==> src/rtl/nbbpu_pkg.sv <==
// Shared encodings for the NBBPU data-memory arbiter: FSM states and owner ids.
package nbbpu_pkg;

  typedef enum logic [1:0] {
    IDLE    = 2'd0,
    ACCESS  = 2'd1,
    RESPOND = 2'd2
  } state_e;

  typedef enum logic {
    OWNER_CPU  = 1'b0,
    OWNER_HOST = 1'b1
  } owner_e;

endpackage : nbbpu_pkg

==> src/rtl/nbbpu_rr_pick2.sv <==
// Two-way round-robin picker. Bit 0 of each mask is the CPU, bit 1 the host.
// On a tie the requester that was not granted last wins.
module nbbpu_rr_pick2
  import nbbpu_pkg::*;
(
  input  logic [1:0] eligible,
  input  owner_e     last_grant,
  input  logic [1:0] exclude_mask,
  output logic       grant_valid,
  output owner_e     grant_id
);

  logic [1:0] cand;

  assign cand = eligible & ~exclude_mask;

  // Choose one candidate, alternating on ties.
  always_comb begin
    // NOTE: every output gets a default before any branch, so no latch can be inferred.
    grant_valid = |cand;
    grant_id    = OWNER_CPU;
    if (cand == 2'b11) begin
      grant_id = (last_grant == OWNER_CPU) ? OWNER_HOST : OWNER_CPU;
    end else if (cand[1]) begin
      grant_id = OWNER_HOST;
    end
  end

endmodule : nbbpu_rr_pick2

==> src/rtl/nbbpu_mem_arbiter.sv <==
// Shares one synchronous single-port RAM between the NBBPU data port (CPU) and
// a host/debug port. One access at a time: IDLE -> ACCESS -> RESPOND, with a
// registered one-cycle ready pulse and registered read data per requester.
module nbbpu_mem_arbiter
  import nbbpu_pkg::*;
#(
  parameter int unsigned ADDR_WIDTH = 16,
  parameter int unsigned DATA_WIDTH = 16,
  parameter int unsigned RAM_WORDS  = 256
) (
  input  logic                  clock,
  input  logic                  reset,
  input  logic                  cpu_req,
  input  logic                  cpu_write,
  input  logic [ADDR_WIDTH-1:0] cpu_address,
  input  logic [DATA_WIDTH-1:0] cpu_wdata,
  output logic [DATA_WIDTH-1:0] cpu_rdata,
  output logic                  cpu_ready,
  input  logic                  host_req,
  input  logic                  host_write,
  input  logic [ADDR_WIDTH-1:0] host_address,
  input  logic [DATA_WIDTH-1:0] host_wdata,
  output logic [DATA_WIDTH-1:0] host_rdata,
  output logic                  host_ready,
  input  logic                  host_lock,
  output logic                  ram_write,
  output logic [ADDR_WIDTH-1:0] ram_address,
  output logic [DATA_WIDTH-1:0] ram_wdata,
  input  logic [DATA_WIDTH-1:0] ram_rdata,
  output logic                  busy
);

  // One extra bit so RAM_WORDS == 2**ADDR_WIDTH still fits.
  localparam logic [ADDR_WIDTH:0] RAM_LIMIT = (ADDR_WIDTH + 1)'(RAM_WORDS);

  function automatic logic in_range(input logic [ADDR_WIDTH-1:0] addr);
    return {1'b0, addr} < RAM_LIMIT;
  endfunction

  state_e                state_q, state_d;
  owner_e                owner_q, owner_d;
  owner_e                last_grant_q, last_grant_d;
  logic                  lat_write_q, lat_write_d;
  logic                  ram_write_q, ram_write_d;
  logic [ADDR_WIDTH-1:0] ram_address_q, ram_address_d;
  logic [DATA_WIDTH-1:0] ram_wdata_q, ram_wdata_d;
  logic                  cpu_ready_q, cpu_ready_d;
  logic                  host_ready_q, host_ready_d;
  logic [DATA_WIDTH-1:0] cpu_rdata_q, cpu_rdata_d;
  logic [DATA_WIDTH-1:0] host_rdata_q, host_rdata_d;

  logic [1:0]            eligible;
  logic [1:0]            exclude_mask;
  logic                  grant_valid;
  owner_e                grant_id;
  logic                  sel_write;
  logic [ADDR_WIDTH-1:0] sel_address;
  logic [DATA_WIDTH-1:0] sel_wdata;
  logic [DATA_WIDTH-1:0] read_data;

  // A requester whose ready is high this cycle is ignored, which prevents a
  // duplicate grant of a request the requester has not yet withdrawn.
  assign eligible[0] = cpu_req  & ~cpu_ready_q & ~host_lock;
  assign eligible[1] = host_req & ~host_ready_q;

  // Only RESPOND excludes the current owner so the other side gets the slot.
  assign exclude_mask = (state_q != RESPOND)    ? 2'b00 :
                        (owner_q == OWNER_HOST) ? 2'b10 : 2'b01;

  nbbpu_rr_pick2 u_pick (
    .eligible     (eligible),
    .last_grant   (last_grant_q),
    .exclude_mask (exclude_mask),
    .grant_valid  (grant_valid),
    .grant_id     (grant_id)
  );

  assign sel_write   = (grant_id == OWNER_HOST) ? host_write   : cpu_write;
  assign sel_address = (grant_id == OWNER_HOST) ? host_address : cpu_address;
  assign sel_wdata   = (grant_id == OWNER_HOST) ? host_wdata   : cpu_wdata;

  // Out-of-range reads return zero instead of whatever the RAM aliases to.
  assign read_data = in_range(ram_address_q) ? ram_rdata : '0;

  // Next-state, grant and response logic.
  always_comb begin
    state_d       = state_q;
    owner_d       = owner_q;
    last_grant_d  = last_grant_q;
    lat_write_d   = lat_write_q;
    ram_write_d   = 1'b0;
    ram_address_d = ram_address_q;
    ram_wdata_d   = ram_wdata_q;
    cpu_ready_d   = 1'b0;
    host_ready_d  = 1'b0;
    cpu_rdata_d   = cpu_rdata_q;
    host_rdata_d  = host_rdata_q;

    unique case (state_q)
      IDLE: begin
        state_d = IDLE;
      end
      ACCESS: begin
        state_d = RESPOND;
      end
      RESPOND: begin
        state_d = IDLE;
        if (owner_q == OWNER_HOST) begin
          host_ready_d = 1'b1;
          if (!lat_write_q) host_rdata_d = read_data;
        end else begin
          cpu_ready_d = 1'b1;
          if (!lat_write_q) cpu_rdata_d = read_data;
        end
      end
      default: begin
        state_d = IDLE;
      end
    endcase

    // Arbitration points are IDLE and RESPOND; ACCESS never starts a grant.
    if (grant_valid && (state_q != ACCESS)) begin
      state_d       = ACCESS;
      owner_d       = grant_id;
      last_grant_d  = grant_id;
      lat_write_d   = sel_write;
      ram_address_d = sel_address;
      ram_wdata_d   = sel_wdata;
      ram_write_d   = sel_write & in_range(sel_address);
    end
  end

  // State and output registers; reset aborts any access in flight.
  always_ff @(posedge clock or negedge reset) begin
    if (!reset) begin
      state_q       <= IDLE;
      owner_q       <= OWNER_CPU;
      last_grant_q  <= OWNER_HOST;
      lat_write_q   <= 1'b0;
      ram_write_q   <= 1'b0;
      ram_address_q <= '0;
      ram_wdata_q   <= '0;
      cpu_ready_q   <= 1'b0;
      host_ready_q  <= 1'b0;
      cpu_rdata_q   <= '0;
      host_rdata_q  <= '0;
    end else begin
      // NOTE: non-blocking assignments so every flop samples pre-edge values.
      state_q       <= state_d;
      owner_q       <= owner_d;
      last_grant_q  <= last_grant_d;
      lat_write_q   <= lat_write_d;
      ram_write_q   <= ram_write_d;
      ram_address_q <= ram_address_d;
      ram_wdata_q   <= ram_wdata_d;
      cpu_ready_q   <= cpu_ready_d;
      host_ready_q  <= host_ready_d;
      cpu_rdata_q   <= cpu_rdata_d;
      host_rdata_q  <= host_rdata_d;
    end
  end

  assign ram_write   = ram_write_q;
  assign ram_address = ram_address_q;
  assign ram_wdata   = ram_wdata_q;
  assign cpu_ready   = cpu_ready_q;
  assign host_ready  = host_ready_q;
  assign cpu_rdata   = cpu_rdata_q;
  assign host_rdata  = host_rdata_q;
  assign busy        = (state_q != IDLE);

endmodule : nbbpu_mem_arbiter

==> config.mk <==
export PLATFORM = sky130hd
export DESIGN_NAME = nbbpu_mem_arbiter
export DESIGN_NICKNAME = d
export VERILOG_FILES = /design/src/rtl/nbbpu_pkg.sv /design/src/rtl/nbbpu_rr_pick2.sv /design/src/rtl/nbbpu_mem_arbiter.sv
export SDC_FILE = /design/constraint.sdc
export NUM_CORES = 1
export LEC_CHECK = 0
export ABC_AREA = 1
export BUFFER_PORTS_ARGS = -buffer_cell sky130_fd_sc_hd__buf_4
export CORE_UTILIZATION = 46
export CTS_CLUSTER_SIZE = 8
export DETAILED_ROUTE_END_ITERATION = 10
export GPL_TIMING_DRIVEN = 1
export PLACE_DENSITY = 0.77
export SYNTH_ARGS = -nofsm -noshare
export SYNTH_HDL_FRONTEND = slang
export SYNTH_SLANG_ARGS = --single-unit
==> constraint.sdc <==
create_clock -name clock -period 1.6 [get_ports clock]
set_input_delay 0.16 -clock clock [delete_from_list [all_inputs] [get_ports clock]]
set_output_delay 0.16 -clock clock [all_outputs]
set_load 0.005 [all_outputs]
==> metrics <==
fill cell count=around 500; IO Pins=155; DRT Pass-1 Iters=7; vias=3091; Yosys cell types=24; M1 WL=3413 microns; class of the most critical setup path=register to register; worst setup margin=between 0.07 and 0.08 ns; Detail Placement HPWL=6197 microns; top layer reached by signal wires=met4; Die Y=approximately 84 microns; count leader, synth=nand2_1; cts bufs inserted=9; maximum number of pins on one net before global-route repair=50; die extent in x=84.35 microns; Skew-Pair Late Insertion Delay=0.34 ns; max_slew headroom=0.6980; GRT Util Overall=0.2449; Initial Util=0.4830; Worst Skew=roughly 0.0083 ns; Placer Congestion=between 0.7 and 0.8; max-cap viol count=0; post-synthesis sequential area ratio=0.5780; Post-Syn Area per Cell=8.689 sq um; CP Max Fanout=7; final number of setup-violating endpoints=0; sequential cell area=0.001803 sq mm; clock sinks=72; Critical Path End Type=register; WP data arrival=1.79 ns; final wirelength=slightly below 9000 microns; worst-case clock buffer depth=2; worst min path class=input port to register; Worst-Margin Slew=between 0.4 and 0.5 ns; Lkg Pwr=2.416 nW; YS warnings=0; Worst EP required=around 1.9 ns; DP Worst Slack=0.06214 ns; fraction of registers with async set/reset=1.000; grt total ovfl=0; routed wl met3=876 microns; first-pass GRT wire length=13660 microns; part of the cycle the worst path needs=0.9506; Power Density=1807 mW/mm^2; Final ANT Viol Nets=0; multi-input logic area=0.001135 sq mm; Synth area leader=dfrtp_1; Nets=just over 600; fin. max-slew vios=0; vias in the first global route=3018; Synth Register Bits=72; Hold Fails Final Rpt=0; Crit path max-delay family=simple AND/OR/NAND/NOR gates; Buf+Inv Stages, Crit Path=2; initial antenna violation count=0; met2 WL=4332 microns; Port Buffers=154; drt drc=12; max incr delay on CP=roughly 0.38 ns; syn_nets=446; Clock H-tree levels=3; TritonCTS clock tree=yes; Via density=approximately 5; root buf cell=clkbuf_8; Synth-to-Final Area Change=52.35%; Yosys top cell area share=0.5696; Crit-path slowest cell=dfrtp_1; Fmax achieved=657.5 MHz; Tmin final=1.521 ns; Die ar.=0.007114 sq mm; CP most frequent cell=nor2_1; diode count=0; Post-synth top flop=dfrtp_1; Iter 0 DRT Violations=140; Util after Layout=0.7358; crit-path cells=nor2_1 -> nand2_2 -> inv_4 -> nand2_8 -> buf_4 -> nand2_1 -> nand2_1 -> nor2_1 -> nand3_1 -> nor2_1; FP Rows=29; register clock-pin slew on the reported worst setup and hold paths=0.08 ns; wire per inst=14.37 microns; Post-Synthesis Cells=359; core region area=0.006459 sq mm; CP Launch Type=register; Mapped Area=slightly above 0.003 sq mm; VDD IR max=0.9104 mV; Post-synth top cells=129 x nand2_1, 71 x dfrtp_1, 40 x o21ai_0; layout cells sized above 1=0.3781; Synth area leaders=dfrtp_1 57%, nand2_1 16%, o21ai_0 6.4%; Post-synth EDFFs=0; violated checks=design-rule violations; RSZ-0062 raised after global routing=true; status=finished, violations left
[routing by layer]
metal | up-vias | track usage
met4 | 0 | 0.07858
met2 | 135 | 0.4180
met1 | 1458 | 0.2923
li1 | 1489 | -
met3 | 9 | 0.08555
met5 | - | 0
[tightest hold or removal path, stage by stage]
cell     delay, ns
buf_4         0.11
nand2_1       0.05
a31oi_1       0.06
[cell families (layout without fill, tap and decap cells)]
logic type	after synthesis	in the layout	synth area share
simple gates	178	179	0.2359
compound gates	69	69	0.1219
buf+inv	40	209	0.06418
flops	72	72	0.5780
[stage by stage]
step,TNS (ns),area (sq um),instances,hold slack (ns),total power (W)
final,0,4752,606,0.07522,0.008588
after global routing,-0.01679,4752,606,0.06915,0.009201
after CTS,0,4599,595,0.06232,0.008293
after detailed placement,0,4354,578,0.1393,0.006576
after global placement,0,4354,578,0.1315,0.006443
after floorplan,0,3119,359,-0.1356,0.004750
[power breakdown]
group / internal (W) / switching (W) / total [W] / leakage [nW]
Combinational: 0.00199 / 0.00180 / 0.00379 / 1.40
Sequential: 0.00264 / 0.000469 / 0.00311 / 0.897
Clock: 0.00103 / 0.000661 / 0.00169 / 0.116
[cells in the final DEF (no fill, tap or decap), types with 2 or more instances in the layout]
master     synthesis  layout
clkbuf_16          0       2
inv_4              1       2
buf_12             0       5
dfrtp_1           71      71
buf_4              2     164
clkinv_2           0       2
o21ai_1            3       4
o21ai_0           40      39
nand4_1            2       2
a31oi_1           24      24
nor2_1            34      34
nand3_2            2       2
nand2_1          129     129
bufinv_16          0       3
inv_1             17      17
clkbuf_8           0       9
nand3_1            6       6
[sequential cells by signal, summed over array words and instances (netlist names)]
register	cells
owner_q	1
cpu_ready	1
lat_write_q	1
last_grant_q	1
ram_write	1
ram_address	16
host_rdata	16
ram_wdata	16
state_q	2
cpu_rdata	16
host_ready	1
[layout make-up]
cell class / instances / area share
clock inverters: 6 / 0.02264
multi-input cells: 248 / 0.2388
well taps: 77 / 0.02027
repair buffers: 173 / 0.2952
flip-flops and latches: 72 / 0.3794
inverters: 20 / 0.01685
clock buffers: 10 / 0.02686
[final timing paths]
path | start | end | slack, ns | cells after the start
setup / recovery | host_ready | ram_write | 0.08 | 10
hold / removal | host_wdata[8] | ram_wdata[8] | 0.08 | 3
setup reg to reg | host_ready | ram_write | 0.08 | 10
hold reg to reg | cpu_rdata[15] | cpu_rdata[15] | 0.49 | 2
max in group asynchronous | reset | state_q[0] | 0.73 | 3
min in group asynchronous | reset | cpu_rdata[7] | 0.31 | 2
[timing repair]
| action | in CTS | in global routing |
|---|---|---|
| hold endpoints to repair | 31 | 0 |
| setup endpoints to repair | 0 | 21 |
| hold buffers | 1 | 0 |
| resized for setup | 0 | 7 |
| buffers inserted | 0 | 8 |
Note: power is estimated with default switching activity, not from simulation.
